`src/rtl/ccr_pkg.sv`:
```
`default_nettype none
// +--------------------------------------------------------------------------+
// | ccr_pkg : CCR field widths, flag bit positions and the parity helper    |
// |           shared by the CCR and its context-save stack.                 |
// | Option  : CCR_STACK_PARITY_EN widens each saved entry by a parity bit.  |
// | Rev 1.0 : initial release                                               |
// +--------------------------------------------------------------------------+
package ccr_pkg;

  localparam int CCR_W = 4;
  localparam int CCR_Z = 0;
  localparam int CCR_N = 1;
  localparam int CCR_C = 2;
  localparam int CCR_V = 3;

`ifdef CCR_STACK_PARITY_EN
  localparam int ENTRY_W = CCR_W + 1;
`else
  localparam int ENTRY_W = CCR_W;
`endif

  // Even parity: the returned bit makes the total count of ones even.
  function automatic logic ccr_parity(input logic [CCR_W-1:0] flags);
    return flags[CCR_Z] ^ flags[CCR_N] ^ flags[CCR_C] ^ flags[CCR_V];
  endfunction

endpackage : ccr_pkg
`default_nettype wire

```
`src/rtl/ccr_stack_mem.sv`:
```
`default_nettype none
// +--------------------------------------------------------------------------+
// | ccr_stack_mem : DEPTH x WIDTH register array, one synchronous write     |
// |                 port and one combinational read port.                   |
// | Rev 1.0 : initial release                                               |
// +--------------------------------------------------------------------------+
module ccr_stack_mem #(
  parameter int DEPTH = 4,
  parameter int WIDTH = 4,
  localparam int AW = $clog2(DEPTH)
) (
  input  logic             clk,
  input  logic             we,
  input  logic [AW-1:0]    waddr,
  input  logic [WIDTH-1:0] wdata,
  input  logic [AW-1:0]    raddr,
  output logic [WIDTH-1:0] rdata
);

  // Contents are don't-care after reset, so the array carries no reset.
  logic [WIDTH-1:0] r_mem [DEPTH];

  always_ff @(posedge clk) begin
    if (we) begin
      r_mem[waddr] <= wdata;
    end
  end

  assign rdata = r_mem[raddr];

endmodule : ccr_stack_mem
`default_nettype wire

```
`src/rtl/ccr_save_stack.sv`:
```
`default_nettype none
// +--------------------------------------------------------------------------+
// | ccr_save_stack : LIFO that saves CCR flags on interrupt entry and       |
// |                  restores them on RTI through a one-cycle strobe.       |
// | Option  : CCR_STACK_PARITY_EN adds par_inject / par_err and a stored    |
// |           parity bit per entry.                                         |
// | Rev 1.0 : initial release                                               |
// +--------------------------------------------------------------------------+
module ccr_save_stack
  import ccr_pkg::*;
#(
  parameter int DEPTH = 4,
  localparam int AW = $clog2(DEPTH)
) (
  input  logic             clk,
  input  logic             rst,
  input  logic [CCR_W-1:0] ccr_in,
  input  logic             push,
  input  logic             pop,
  input  logic             err_clr,
  output logic [CCR_W-1:0] restore_flags,
  output logic             restore_en,
  output logic [AW:0]      level,
  output logic             full,
  output logic             empty,
  output logic             ovf_err,
  output logic             unf_err
`ifdef CCR_STACK_PARITY_EN
  ,
  input  logic             par_inject,
  output logic             par_err
`endif
);

  localparam logic [AW:0] c_level_max = (AW+1)'(DEPTH);

  logic [AW:0]        r_level;
  logic [CCR_W-1:0]   r_restore_flags;
  logic               r_restore_en;
  logic               r_ovf_err;
  logic               r_unf_err;

  logic               w_pop_ok;
  logic               w_replace;
  logic               w_push_new;
  logic               w_we;
  logic [AW-1:0]      w_top_addr;
  logic [AW-1:0]      w_waddr;
  logic [ENTRY_W-1:0] w_wdata;
  logic [ENTRY_W-1:0] w_rdata;
  logic               w_ovf_set;
  logic               w_unf_set;

  assign full  = (r_level == c_level_max);
  assign empty = (r_level == '0);

  // Push+pop on a non-empty stack overwrites the top in place after reading it.
  assign w_pop_ok   = pop & ~empty;
  assign w_replace  = push & w_pop_ok;
  assign w_push_new = push & ~full & ~w_pop_ok;
  assign w_we       = w_replace | w_push_new;
  assign w_ovf_set  = push & ~pop & full;
  assign w_unf_set  = pop & empty;

  assign w_top_addr = r_level[AW-1:0] - 1'b1;
  assign w_waddr    = w_replace ? w_top_addr : r_level[AW-1:0];

`ifdef CCR_STACK_PARITY_EN
  assign w_wdata = {ccr_parity(ccr_in) ^ par_inject, ccr_in};
`else
  assign w_wdata = ccr_in;
`endif

  ccr_stack_mem #(
    .DEPTH (DEPTH),
    .WIDTH (ENTRY_W)
  ) u_mem (
    .clk   (clk),
    .we    (w_we),
    .waddr (w_waddr),
    .wdata (w_wdata),
    .raddr (w_top_addr),
    .rdata (w_rdata)
  );

  always_ff @(posedge clk or posedge rst) begin
    if (rst) begin
      r_level <= '0;
    end else if (w_push_new) begin
      r_level <= r_level + 1'b1;
    end else if (w_pop_ok && !push) begin
      r_level <= r_level - 1'b1;
    end
  end

  always_ff @(posedge clk or posedge rst) begin
    if (rst) begin
      r_restore_flags <= '0;
      r_restore_en    <= 1'b0;
    end else begin
      r_restore_en <= w_pop_ok;
      if (w_pop_ok) begin
        r_restore_flags <= w_rdata[CCR_W-1:0];
      end
    end
  end

  // Sticky errors: a new event in the same cycle as err_clr keeps the flag set.
  always_ff @(posedge clk or posedge rst) begin
    if (rst) begin
      r_ovf_err <= 1'b0;
      r_unf_err <= 1'b0;
    end else begin
      if (w_ovf_set) begin
        r_ovf_err <= 1'b1;
      end else if (err_clr) begin
        r_ovf_err <= 1'b0;
      end
      if (w_unf_set) begin
        r_unf_err <= 1'b1;
      end else if (err_clr) begin
        r_unf_err <= 1'b0;
      end
    end
  end

`ifdef CCR_STACK_PARITY_EN
  logic r_par_err;
  logic w_par_set;

  // Checked on the read, so the flag rises together with restore_en.
  assign w_par_set = w_pop_ok & (w_rdata[CCR_W] != ccr_parity(w_rdata[CCR_W-1:0]));

  always_ff @(posedge clk or posedge rst) begin
    if (rst) begin
      r_par_err <= 1'b0;
    end else if (w_par_set) begin
      r_par_err <= 1'b1;
    end else if (err_clr) begin
      r_par_err <= 1'b0;
    end
  end

  assign par_err = r_par_err;
`endif

  assign level         = r_level;
  assign restore_flags = r_restore_flags;
  assign restore_en    = r_restore_en;
  assign ovf_err       = r_ovf_err;
  assign unf_err       = r_unf_err;

endmodule : ccr_save_stack
`default_nettype wire

```
`config.mk`:
```
export PLATFORM = sky130hd
export DESIGN_NAME = ccr_save_stack
export DESIGN_NICKNAME = d
export VERILOG_FILES = /design/src/rtl/ccr_pkg.sv /design/src/rtl/ccr_stack_mem.sv /design/src/rtl/ccr_save_stack.sv
export SDC_FILE = /design/constraint.sdc
export NUM_CORES = 1
export LEC_CHECK = 0
export ABC_CLOCK_PERIOD_IN_PS = 3300
export CAP_MARGIN = 20
export CORE_MARGIN = 2
export CORE_UTILIZATION = 54
export CTS_BUF_LIST = sky130_fd_sc_hd__clkbuf_4
export CTS_CLUSTER_SIZE = 24
export DETAILED_ROUTE_END_ITERATION = 16
export HOLD_SLACK_MARGIN = 0.08
export PLACE_DENSITY = 0.83
export SYNTH_ARGS = -nofsm -noshare
export SYNTH_HDL_FRONTEND = slang
export SYNTH_SLANG_ARGS = --single-unit
```
`constraint.sdc`:
```
create_clock -name clk -period 3.3 [get_ports clk]
set_input_delay 0.66 -clock clk [delete_from_list [all_inputs] [get_ports clk]]
set_output_delay 0.66 -clock clk [all_outputs]
set_load 0.02 [all_outputs]
```
==> summary.md <==
| Metric | Value |
|---|---|
| Status | finished clean |
| Footprint of the multi-input gates | about 440 um^2 |
| Vias | 816 |
| Pre-CTS setup slack | between 400 and 500 ps |
| DRT iter0 DRCs | 8 |
| Synth Instances | 89 |
| Skew final | slightly above 5 ps |
| Setup crit end kind | primary output |
| Syn nets | 100 |
| Hold Buf Count CTS | 0 |
| First drt pass iteration count | 4 |
| Full die area | 0.002715 mm^2 |
| Adder-Cell Fraction of Synth Area | 2.603% |
| Worst ir drop on vdd | 0.5326 mV |
| Achievable clock frequency | 358.0 MHz |
| Main combinational cell family by area after synthesis | multiplexers |
| GR Overflow Total | 0 |
| Synth-to-layout area growth | 19.72% |
| Library cells used by synthesis | 33 |
| Post-synthesis mux area share | 12.51% |
| WP data required | 2640 ps |
| Number of buffers added for setup after CTS | 0 |
| GR Util All Layers | 19.99% |
| First-pass GRT wire length | 3774 um |
| MaxCap Viol Count | 0 |
| Worst-path clk slew | 120 ps |
| Post-route clock period utilization | 84.65% |
| Die height | around 52 um |
| Port Buffer Count | 20 |
| Final setup violation count | 0 |
| Layout cell share with drive strength beyond 1 | 20.91% |
| Core Footprint | around 0.0022 mm^2 |
| Clk buf depth | 2 |
| Hpwl dp | 1685 um |
| Initial antenna violation count | 0 |
| Crit path arrival time | 2130 ps |
| Starting density of the core | between 50% and 60% |
| Hold Path Class | register to register |
| Complex-gate fraction of the synthesized area | 8.909% |
| Most common cell after layout, fill and taps aside | clkdlybuf4s50_1 |
| Slack of the critical path | around 510 ps |
| Syn avg cell area | 14.04 um^2 |
| Vias in the first global route | a little under 800 |
| Nets | 122 |
| Sink Count | 26 |
| DIE WIDTH | 52.11 um |
| Crit-path max FO | 8 |
| Final Max Slew Viols | 0 |
| Cell Area, Synth | 0.001250 mm^2 |
| P_leak | 0.0005602 uW |
| RSZ-0062 raised after global routing | no |
| Pin count of the biggest net entering global routing | 17 |
| I/O pin cnt | 21 |
| Actual slew at the worst max-slew pin | about 660 ps |
| Critical Setup Path Class | register to primary output |
| Worst slew margin | 55.61% |
| DR DRC count | 0 |
| Core Rows | 17 |
| DR vias/cell | 5.913 |
| Final TNS setup | 0 ps |
| Simple-Gate Fraction of Synth Area | just over 10% |
| Filler cells | 167 |
| FF+latch area | 730.7 um^2 |
| WL per Instance | 16.01 um |
| CTS tree | done |
| Power per cell area | 903.9 mW/mm^2 |
| RePlAce Congestion | 0.8232 |
| Startpoint types | register |
| Final min period | about 2800 ps |
| Tot Pwr | about 1400 uW |
| Xor-xnor portion of the synthesized cell area | 1.401% |
| Synthesis-stage register bit count | 26 |
| Seq/Total Area, Yosys | 58.46% |
| Clk Latency, worst-skew pair | between 300 and 400 ps |
| Ys Warns | 0 |
| Antenna Violating Nets Remaining | 0 |
| CTS root buf | clkbuf_4 |
| H-Tree Depth | 1 |
| Resized Gates After CTS | 0 |
| Fin. Hold Viols | 0 |
| CTS Buf Count | 3 |
| Most frequent cells in the layout | clkdlybuf4s50_1, edfxtp_1, dfrtp_1 |
| # diodes | 0 |
| WL final | 2209 um |
| Final Core Density | 68.30% |
[per-layer routing]
metal / part of all wire, % / vias up / GRT usage (%)
li1: - / 380 / -
met1: 43 / 405 / 25.15
met2: 50 / 25 / 32.70
met3: 5.2 / 6 / 6.609
met4: 1.4 / 0 / 6.140
met5: 0 / - / 0
[registers in the layout (all words and copies together), names as in the netlist]
register       cells
restore_flags      4
unf_err            1
restore_en         1
u_mem.r_mem       16
level              3
ovf_err            1
[critical path: stages, from the launching register on]
cell and delay (ps):
dfrtp_1 500, inv_1 140, ha_1 370, and2_2 220
clkdlybuf4s50_1 600
[area by class of cell]
| type | instances | share of cell area (%) |
|---|---|---|
| Inverter | 7 | 1.756 |
| Multi-Input combinational cell | 49 | 29.68 |
| Sequential cell | 26 | 48.83 |
| Clock buffer | 4 | 2.007 |
| Tap cell | 28 | 2.341 |
| Timing Repair Buffer | 24 | 15.38 |
[where the power goes]
group	switching, uW	internal, uW
registers	66.4	452
clock network	84.3	55.5
logic	346	348
total	496	856
[logic make-up after synthesis]
family | Yosys count
flops | 26
compound gates | 14
simple gates | 21
buf+inv | 14
xor+xnor | 2
fa+ha+maj | 2
mux | 10
[metrics by stage]
step / instances / hold slack [ps] / area (um^2)
after detailed placement: 134 / 490.9 / 1466
final: 138 / 517.8 / 1496
after global routing: 138 / 541.4 / 1496
after CTS: 138 / 519.5 / 1496
after global placement: 134 / 484.1 / 1466
after floorplan: 89 / 500.2 / 1250
[cell usage after synthesis]
cell type	n	area, um^2
or3b_2	1	8.760
nor2_1	3	11.26
edfxtp_1	16	480.5
a22oi_1	1	7.510
nand4_1	2	12.51
and2_2	1	7.510
nor2b_1	2	12.51
buf_2	3	15.01
a21boi_0	2	15.01
dfrtp_1	10	250.2
xnor2_1	2	17.52
a32o_1	1	10.01
inv_1	5	18.77
mux2i_1	1	10.01
or4_1	2	15.01
clkbuf_1	1	3.750
buf_6	2	22.52
a22o_2	1	10.01
mux2_2	5	56.30
inv_2	2	7.510
nand2b_1	2	12.51
o22ai_1	2	12.51
mux4_2	4	90.09
o211ai_1	2	15.01
nand3_1	5	25.02
a221oi_1	2	17.52
a21boi_1	2	15.01
a2111oi_0	1	8.760
buf_4	1	7.510
ha_1	1	12.51
fa_1	1	20.02
nand2_1	2	7.510
nand2b_4	1	13.76
[final timing paths]
path	start	endpoint	slack, ps	depth (start not counted)
min in group asynchronous	rst	restore_en$_DFF_PP0_	600	2
max	level[1]$_DFFE_PP0P_	full	510	4
max reg2reg	level[1]$_DFFE_PP0P_	level[1]$_DFFE_PP0P_	520	8
min reg2reg	ovf_err$_DFFE_PP0P_	ovf_err$_DFFE_PP0P_	520	1
max in group asynchronous	rst	level[2]$_DFFE_PP0P_	2440	2
min	ovf_err$_DFFE_PP0P_	ovf_err$_DFFE_PP0P_	520	1
No activity file was read; power rests on OpenSTA's default activity.
